[config.mk]
export PLATFORM = sky130hd
export DESIGN_NAME = dds_tone_gen
export DESIGN_NICKNAME = d
export VERILOG_FILES = /design/src/rtl/dds_tone_gen.sv
export SDC_FILE = /design/constraint.sdc
export NUM_CORES = 1
export LEC_CHECK = 0
export ABC_AREA = 1
export CORE_MARGIN = 5
export CORE_UTILIZATION = 60
export CTS_BUF_LIST = sky130_fd_sc_hd__clkbuf_16
export DETAILED_ROUTE_END_ITERATION = 16
export PLACE_DENSITY_LB_ADDON = 0.1
export SETUP_SLACK_MARGIN = 0.2
export SYNTH_ARGS = -nofsm -noshare
export SYNTH_HDL_FRONTEND = slang
export SYNTH_SLANG_ARGS = --single-unit
[constraint.sdc]
create_clock -name clk -period 12.22 [get_ports clk]
set_input_delay 2.444 -clock clk [delete_from_list [all_inputs] [get_ports clk]]
set_output_delay 2.444 -clock clk [all_outputs]
set_load 0.05 [all_outputs]
[src/rtl/dds_tone_gen.sv]
// DDS tone source: phase accumulator -> quarter-wave sine LUT -> gain -> AXI-Stream out.
// Define DDS_PHASE_DITHER_EN to add LFSR phase dither ahead of the LUT index.
module dds_tone_gen #(
  parameter int BITS    = 16,
  parameter int PHASE_W = 32,
  parameter int LUT_AW  = 8
) (
  input  logic               clk,
  input  logic               rst,
  input  logic               enable,
  input  logic [PHASE_W-1:0] phase_inc,
  input  logic [BITS-1:0]    amplitude,
  output logic [BITS-1:0]    m_axis_tdata,
  output logic               m_axis_tvalid,
  input  logic               m_axis_tready
);

  localparam int LUT_N = 2 ** LUT_AW;
  localparam logic [BITS:0] UNITY = {2'b01, {(BITS-1){1'b0}}};

  // Half-step offset makes entry k the mirror of entry LUT_N-1-k.
  function automatic int lut_entry(int k);
    real ang;
    ang = 3.14159265358979323846 / 2.0 * (real'(k) + 0.5) / real'(LUT_N);
    return $rtoi(real'(2 ** (BITS - 1) - 1) * $sin(ang) + 0.5);
  endfunction

  logic [BITS-2:0] lut [LUT_N];
  for (genvar k = 0; k < LUT_N; k++) begin : g_lut
    localparam int VAL = lut_entry(k);
    assign lut[k] = (BITS-1)'(VAL);
  end

  logic                     adv;
  logic [PHASE_W-1:0]       acc;
  logic [LUT_AW+1:0]        phase_top;
  logic [LUT_AW+1:0]        ph0;
  logic                     v0, v1, v2;
  logic signed [BITS-1:0]   sine;
  logic signed [BITS-1:0]   scaled;
  logic [1:0]               q;
  logic [LUT_AW-1:0]        a;
  logic [LUT_AW-1:0]        idx;
  logic [BITS-2:0]          mag;
  logic [BITS:0]            g;
  logic signed [2*BITS:0]   prod;

  assign adv = ~m_axis_tvalid | m_axis_tready;

`ifdef DDS_PHASE_DITHER_EN
  localparam int DW = (PHASE_W - 2 - LUT_AW > 16) ? 16 : PHASE_W - 2 - LUT_AW;
  logic [15:0] lfsr;

  always_ff @(posedge clk) begin
    if (rst) begin
      lfsr <= 16'hACE1;
    end else if (adv && enable) begin
      lfsr <= {lfsr[0] ^ lfsr[2] ^ lfsr[3] ^ lfsr[5], lfsr[15:1]};
    end
  end

  assign phase_top = (LUT_AW+2)'((acc + PHASE_W'(lfsr[DW-1:0])) >> (PHASE_W - 2 - LUT_AW));
`else
  assign phase_top = acc[PHASE_W-1 -: LUT_AW+2];
`endif

  always_comb begin
    q    = ph0[LUT_AW+1 -: 2];
    a    = ph0[LUT_AW-1:0];
    idx  = q[0] ? ~a : a;
    mag  = lut[idx];
    g    = ({1'b0, amplitude} > UNITY) ? UNITY : {1'b0, amplitude};
    prod = sine * $signed(g);
  end

  // tdata only loads on a valid sample so it holds its last value through gaps.
  always_ff @(posedge clk) begin
    if (rst) begin
      acc           <= '0;
      ph0           <= '0;
      v0            <= 1'b0;
      v1            <= 1'b0;
      v2            <= 1'b0;
      sine          <= '0;
      scaled        <= '0;
      m_axis_tvalid <= 1'b0;
      m_axis_tdata  <= '0;
    end else if (adv) begin
      v0 <= enable;
      if (enable) begin
        ph0 <= phase_top;
        acc <= acc + phase_inc;
      end
      v1            <= v0;
      sine          <= q[1] ? -$signed({1'b0, mag}) : $signed({1'b0, mag});
      v2            <= v1;
      scaled        <= BITS'(prod >>> (BITS - 1));
      m_axis_tvalid <= v2;
      if (v2) begin
        m_axis_tdata <= scaled;
      end
    end
  end

endmodule

Word level (Yosys, flattened, before mapping). Memory sizes are Yosys's and may differ from the RTL's. Cells that the tools add are included.

Flip-flop bits (word level): 94. Memory bits (read-only): 3840. Bits of input ports: 52. Output and inout bits: 17. Logic and storage cells: 26. Memories kept: 1.

Memories: (no name shown) (depth 256, bits a word 15, read ports 1, clocked after Yosys merged registers in 0, write ports 0, line 71) `mag = lut[idx];`.

Add/sub/neg operators: 2. Multipliers: 1. $lt $le $gt $ge: 2. Multiplexer cells: 5. Bitwise gates (word level): 4. Reduce and logical (&&, ||, !) cells: 2.

Operator list (count): adder 32 bit (1); 2-to-1 mux 16 bit (2); multiplier 16 x 17 -> 31 bit (1); 2-to-1 mux 15 bit (2); greater-than comparator 16 bit, second input constant (1); negation 15 -> 16 bit (1); >= comparator 9 bit, second input constant (1); inverter 8 -> 9 bit (1); 2-to-1 mux 8 bit (1); inverter 8 bit (1); AND reduction 2 bit (2); inverter 1 bit (1); bitwise OR 1 bit (1).

Longest topological paths before layout. Gate-level depths: netlist of run 1.

Word-level depth: 8. Gate-level depth with buffers: 33. Mapped depth without buffers: 32.

Worst setup path before layout of run 1. Ideal clock, no wire load.

Path kind: input -> register. Start: input amplitude[14]. End: register scaled[15]. Library setup time: 0.109 ns. Arrival time: 8.045 ns. Required time: 12.111 ns. Path slack: 4.067 ns. Cell stages on the path: 29. Cell sequence: nor4_1 -> nand3_1 -> nand2_1 -> inv_2 -> nor2_1 -> inv_1 -> nor2_1 -> fa_1 -> inv_1 -> fa_1 -> fa_1 -> inv_1 -> fa_1 -> fa_1 -> inv_1 -> fa_1 -> inv_1 -> ha_1 -> a21oi_1 -> o21a_1 -> o21ai_0 -> a221oi_1 -> nand2_1 -> nand2_1 -> nand2_1 -> nand2_1 -> nand3_1 -> nand2_1 -> inv_1.

Cells in the longest elaborated chain, start to end: 3.

RTL lines: start, declared (line 12) `input logic [BITS-1:0] amplitude,`; greater-than comparator 16 bit (line 72) `g = ({1'b0, amplitude} > UNITY) ? UNITY : {1'b0, amplitude};`; 2-to-1 mux 16 bit * (line 72); multiplier 16 x 17 -> 31 bit * (line 73) `prod = sine * $signed(g);`; end signal, assigned (line 97) `scaled <= BITS'(prod >>> (BITS - 1));`; end, declared (line 40) `logic signed [BITS-1:0] scaled;`.

Every way passes the cells marked *; elsewhere a longest branch is shown, timed or not. A chain may end at the register's enable or synchronous reset.

Worst setup path after layout of run 1.
Start: input amplitude[15]. End: register scaled[12].

The elaborated chain is that of the path after synthesis.

==> reports/results.tsv, run 1 <==
stage	metric	value	unit
status	status	finished clean	
sta	fin_worst_skew	11.6	ps
clock_tree	cts_resized	0	
logic_synthesis	ys_async_sr_fraction	0	
floorplan	rows	64	
clock_tree	cts_hold_buf	0	
drt	drt-vias-per-instance	5.99	
drt	remaining_drc_errors	0	
global_routing	grt_first_pass_wirelength	104000	um
setup_path	crit_type	input pin to flop	
drt	antenna_left	0	
sta	setup_viol	0	
sta	tightest_slew	951	ps
sta	tns	0	ps
drt	drt_wl_total	66100	um
clock_tree	htree_levels	3	
clock_tree	root_buffer	clkbuf_16	
global_routing	track_usage	0.386	
min_path	hp-class	flop to flop	
clock_tree	clkTransAtPathRegs	80	ps
drt	drt_iter0_drc	2112	
floorplan	die_w	186	um
placed_design	hpwl	51100	um
sta	whs	463	ps
run	drv_cap	0	
clock_tree	numCtsBuffers	9	
setup_path	critPathArrivalTime	9750	ps
logic_synthesis	ys_ff_latch	94	
layout	area_growth	5.57	%
setup_path	cp_common_cell	fa_1	
sta	period_share	0.776	
clock_tree	clk_latency	370	ps
min_path	min_from	v0	
drt	wire_per_inst	20.4	um
setup_path	crit_path_max_fanout	17	
logic_synthesis	synthesis.area	18500	sq um
sta	rsz0062_at_grt	no	
setup_path	crit_start	amplitude[15]	
logic_synthesis	syn_area_per_cell	6.50	sq um
logic_synthesis	syn_inst	2845	
floorplan	floorplan.initialDensity	0.606	
layout	n_antenna_cell	0	
clock_tree	cts_tree	done	
logic_synthesis	synth_top_area_cell	fa_1	
logic_synthesis	syn_nets	3266	
drt	num_vias	19400	
placed_design	portBuffers	68	
logic_synthesis	synth_most_common_cell	nand2_1	
logic_synthesis	synth_flop_cell	dfxtp_1	
logic_synthesis	synth-edff-count	0	
setup_path	r2r_start	sine[15]	
placed_design	routabilityCongestion	1.08	
clock_tree	cts.sinks	94	
setup_path	critPathSlowestCell	clkdlybuf4s50_1	
global_routing	grt-ovfl-total	0	
setup_path	critPathLaunchType	input pin	
clock_tree	cts_setup_buffers	0	
logic_synthesis	yosys_warnings	0	
logic_synthesis	synthTopCellsByCount	nand2_1, inv_1, nor2_1	
floorplan	core	30500	sq um
drt	first_pass_iters	6	
power_and_ir_drop	ir_worst_vdd	0.106	mV
layout	drive_above_1_share	0.0323	
clock_tree	clockBufferDepth	2	
global_routing	grt_max_degree	79	
setup_path	worstPathRequired	12490	ps
sta	slew_headroom	0.364	
sta	finalCriticalPeriod	9480	ps
sta	fmax	105	MHz
global_routing	grt_pass1_vias	19400	
logic_synthesis	yosys-top-cells-area	fa_1, nand2_1, ha_1, dfxtp_1, inv_1	
sta	slew_violations	0	
layout	fin_nets	3260	
power_and_ir_drop	leakage	10.7	nW
logic_synthesis	synth-seq-area-share	0.102	
power_and_ir_drop	powerDensity	150	nW/um^2
global_routing	antenna_found_initial	0	
logic_synthesis	synth_top_area_frac	0.213	
setup_path	end_kind	flop	
logic_synthesis	ys_types	52	
floorplan	die-area	34400	sq um
floorplan	die_y	186	um
sta	hold_violations	0	
setup_path	critPathMaxStageDelay	750	ps
floorplan	pin_count	69	
path summary, 6_finish.rpt:
kind	end	slack, ps	cells past startpoint
hold / removal	v0	460	2
setup / recovery	scaled[12]	2740	25
hold reg to reg	v0	460	2
setup reg to reg	scaled[12]	5750	21
cell usage in the layout, fill, tap and decap left out, drive strengths merged, types with 2 or more instances in the layout:
master and count:
nand2 777, inv 489, nor2 349, nand3 260, fa 197, ha 172
o21ai 140, a21oi 120, dfxtp 94, clkdlybuf4s50 68, xor2 19, nor3 16
xnor2 16, nand4 15, o211ai 12, buf 12, clkinv 11, clkbuf 9
nor4 8, o21bai 8, a31oi 8, a221oi 6, o21a 6, or2 6
a21boi 6, a21o 5, o221ai 3, o22ai 2, o31ai 2
power by group:
part	total [mW]	leakage, nW	switching (mW)	internal (mW)
clock network	0.290	0.144	0.145	0.145
registers	0.437	0.777	0.0791	0.358
logic	2.20	9.81	1.47	0.735
final cells by class:
cell class | count | area (sq um)
Inverter | 494 | 1860
Clock buffer | 9 | 225
Fill cell | 2881 | 11000
Tap cell | 396 | 495
Timing Repair Buffer | 80 | 771
Sequential cell | 94 | 1880
Clock inverter | 7 | 72.6
Multi-Input combinational cell | 2160 | 14200
per-stage QoR:
stage	power [mW]	util	instance area (sq um)	cells	worst slack [ps]
6_report	2.93	0.640	19500	3240	2740
5_1_grt	3.21	0.640	19500	3240	2410
4_1_cts	2.88	0.640	19500	3240	3010
3_5_place_dp	2.57	0.630	19200	3224	2610
3_3_place_gp	2.53	0.630	19200	3224	2770
2_1_floorplan	1.93	-	18500	2845	4070
critical path, delay by kind of cell:
family / cells / cell delay [ps]
adder cells (fa/ha/maj): 7 / 3660
AND/OR/NAND/NOR: 6 / 1600
buffers and inverters: 7 / 1230
AO/OA/AOI/OAI: 5 / 820
kinds of logic (layout without fill, tap and decap cells):
family	Yosys count	count (layout)	share of synthesized area
AND/OR/NAND/NOR	1433	1433	0.325
buffers and inverters	591	590	0.129
adder cells (fa/ha/maj)	369	369	0.330
AO/OA/AOI/OAI	323	323	0.0968
flip-flops	94	94	0.102
XOR/XNOR	35	35	0.0174
sequential cells by signal, indices dropped and copies added (netlist names):
| register | flops |
|---|---|
| scaled | 16 |
| m_axis_tvalid | 1 |
| ph0 | 10 |
| m_axis_tdata | 16 |
| sine | 16 |
| v0 | 1 |
| acc | 32 |
| v1 | 1 |
| v2 | 1 |
routing by layer:
layer / GRT usage / share of wire / vias to the layer above
met1: 0.451 / 0.36 / 9006
met5: 0 / 0 / -
met3: 0.0791 / 0.097 / 370
met2: 0.623 / 0.46 / 1179
met4: 0.293 / 0.091 / 0
li1: - / - / 8843
No activity file was read; power rests on OpenSTA's default activity.
==> run 2: changes to the inputs <==
--- a/config.mk
+++ b/config.mk
@@ -7,7 +7,7 @@
 export LEC_CHECK = 0
 export ABC_AREA = 1
 export CORE_MARGIN = 5
-export CORE_UTILIZATION = 60
+export CORE_UTILIZATION = 58
 export CTS_BUF_LIST = sky130_fd_sc_hd__clkbuf_16
 export DETAILED_ROUTE_END_ITERATION = 16
 export PLACE_DENSITY_LB_ADDON = 0.1
==> constraint.sdc (replaced) <==
create_clock -name clk -period 8.6 [get_ports clk]
set_input_delay 1.72 -clock clk [delete_from_list [all_inputs] [get_ports clk]]
set_output_delay 1.72 -clock clk [all_outputs]
set_load 0.05 [all_outputs]
==> reports/results.tsv, run 2 (synthesis results as in run 1) <==
stage	metric	value	unit	change
sta	hold_violations	0		unchanged
floorplan	pin_count	69		unchanged
drt	drt_wl_total	67000	um	+1.3%
layout	largest_reg_flops	32		unchanged
clock_tree	htree_levels	3		unchanged
clock_tree	cts_hold_buf	0		unchanged
layout	drive_above_1_share	0.0415		+0.00916
global_routing	track_usage	0.375		-0.0103
global_routing	grt-ovfl-total	0		unchanged
setup_path	critPathArrivalTime	8230	ps	-1520 ps
placed_design	place_area	19400	sq um	+0.94%
clock_tree	cts_resized	0		unchanged
sta	slew_headroom	0.388		+0.0239
setup_path	crit_path_max_fanout	7		-10
clock_tree	cts_tree	done		
layout	layout_commonest_cell	nand2_1		
sta	slew_violations	0		unchanged
setup_path	critPathSlowestCell	fa_1		
floorplan	die_w	189	um	+1.6%
sta	period_share	0.928		
global_routing	grt_first_pass_wirelength	106000	um	+1.9%
power_and_ir_drop	ir_worst_vdd	0.147	mV	+38%
floorplan	core	31600	sq um	+3.4%
setup_path	worstPathRequired	8850	ps	-3640 ps
drt	highest_layer	met4		
global_routing	grt_max_degree	55		-30%
sta	finalCriticalPeriod	7980	ps	
drt	antenna_left	0		unchanged
setup_path	critPathMaxStageDelay	570	ps	-180 ps
placed_design	routabilityCongestion	1.03		-4.4%
layout	area_growth	6.58	%	
drt	drt-vias-per-instance	5.91		-1.3%
setup_path	end_kind	flop		
clock_tree	cts_setup_buffers	0		unchanged
placed_design	hpwl	52800	um	+3.2%
sta	fin_worst_skew	13.2	ps	+1.61 ps
power_and_ir_drop	leakage	10.8	nW	+1.0%
sta	tightest_slew	915	ps	-35.6 ps
sta	fmax	125	MHz	
drt	remaining_drc_errors	0		unchanged
layout	design_area	19700	sq um	+0.96%
drt	num_vias	19300		-0.46%
drt	wire_per_inst	20.5	um	+0.37%
clock_tree	cts.sinks	94		unchanged
layout	n_antenna_cell	0		unchanged
clock_tree	clk_latency	360	ps	about the same
floorplan	floorplan.initialDensity	0.586		-0.0201
layout	top_register	acc		
clock_tree	clockBufferDepth	2		unchanged
layout	final_cell_mix	nand2_1, inv_1, nor2_1		
drt	first_pass_iters	6		unchanged
status	status	finished clean		
setup_path	critPathLaunchType	input pin		
sta	setup_viol	0		unchanged
floorplan	rows	65		+1.6%
global_routing	grt_pass1_vias	19600		+0.90%
drt	drt-met1-wl	24800	um	+5.0%
min_path	hp-class	flop to flop		
run	drv_cap	0		unchanged
sta	rsz0062_at_grt	no		
floorplan	die-area	35600	sq um	+3.3%
clock_tree	root_buffer	clkbuf_16		
drt	met2WireLength	31300	um	+4.1%
clock_tree	clkTransAtPathRegs	70	ps	about the same
floorplan	die_y	189	um	+1.6%
global_routing	antenna_found_initial	0		unchanged
layout	fin_nets	3283		+0.71%
setup_path	crit_type	input pin to flop		
placed_design	portBuffers	68		unchanged
drt	dr_wl_met3	5350	um	-17%
sta	tns	0	ps	unchanged
power_and_ir_drop	powerDensity	213	nW/um^2	+42%
drt	drt_iter0_drc	1818		-14%
clock_tree	numCtsBuffers	9		unchanged
run 2: area by class of cell:
cell class	count	area [sq um]
Clock buffer	9	225
Clock inverter	7	72.6
Fill cell	2960	11800
Inverter	494	1860
Multi-Input combinational cell	2160	14200
Sequential cell	94	1880
Tap cell	402	503
Timing Repair Buffer	103	943
run 2: per-stage QoR:
stage	util	hold slack, ps	instances	power, mW	setup WS [ps]
6_report	0.625	480	3269	4.20	616
5_1_grt	0.625	511	3269	4.57	228
4_1_cts	0.624	476	3269	4.12	652
3_5_place_dp	0.615	465	3253	3.69	335
3_3_place_gp	0.615	450	3253	3.67	378
2_1_floorplan	-	442	2845	2.74	1170
run 2: critical path: cells and delay by family:
kind | cells | cell delay (ps)
AO/OA/AOI/OAI | 4 | 680
XOR/XNOR | 1 | 150
adder cells (fa/ha/maj) | 7 | 3390
buffers and inverters | 9 | 1080
AND/OR/NAND/NOR | 10 | 1200
run 2: metal layers:
metal,vias to the layer above,track usage
met2,1023,0.628
met3,314,0.0615
met4,0,0.256
met1,9082,0.443
li1,8889,-
met5,-,0
run 2: report_power, final:
part,internal [mW],switching [mW]
clock,0.206,0.197
sequential,0.509,0.109
combinational,1.06,2.12
run 2: worst paths after layout:
kind	slack, ps	startpoint	depth (start not counted)	to
min reg2reg	480	ph0[5]	2	ph0[5]
max	620	amplitude[14]	31	scaled[9]
max reg2reg	2400	sine[11]	24	scaled[9]
min	480	ph0[5]	2	ph0[5]
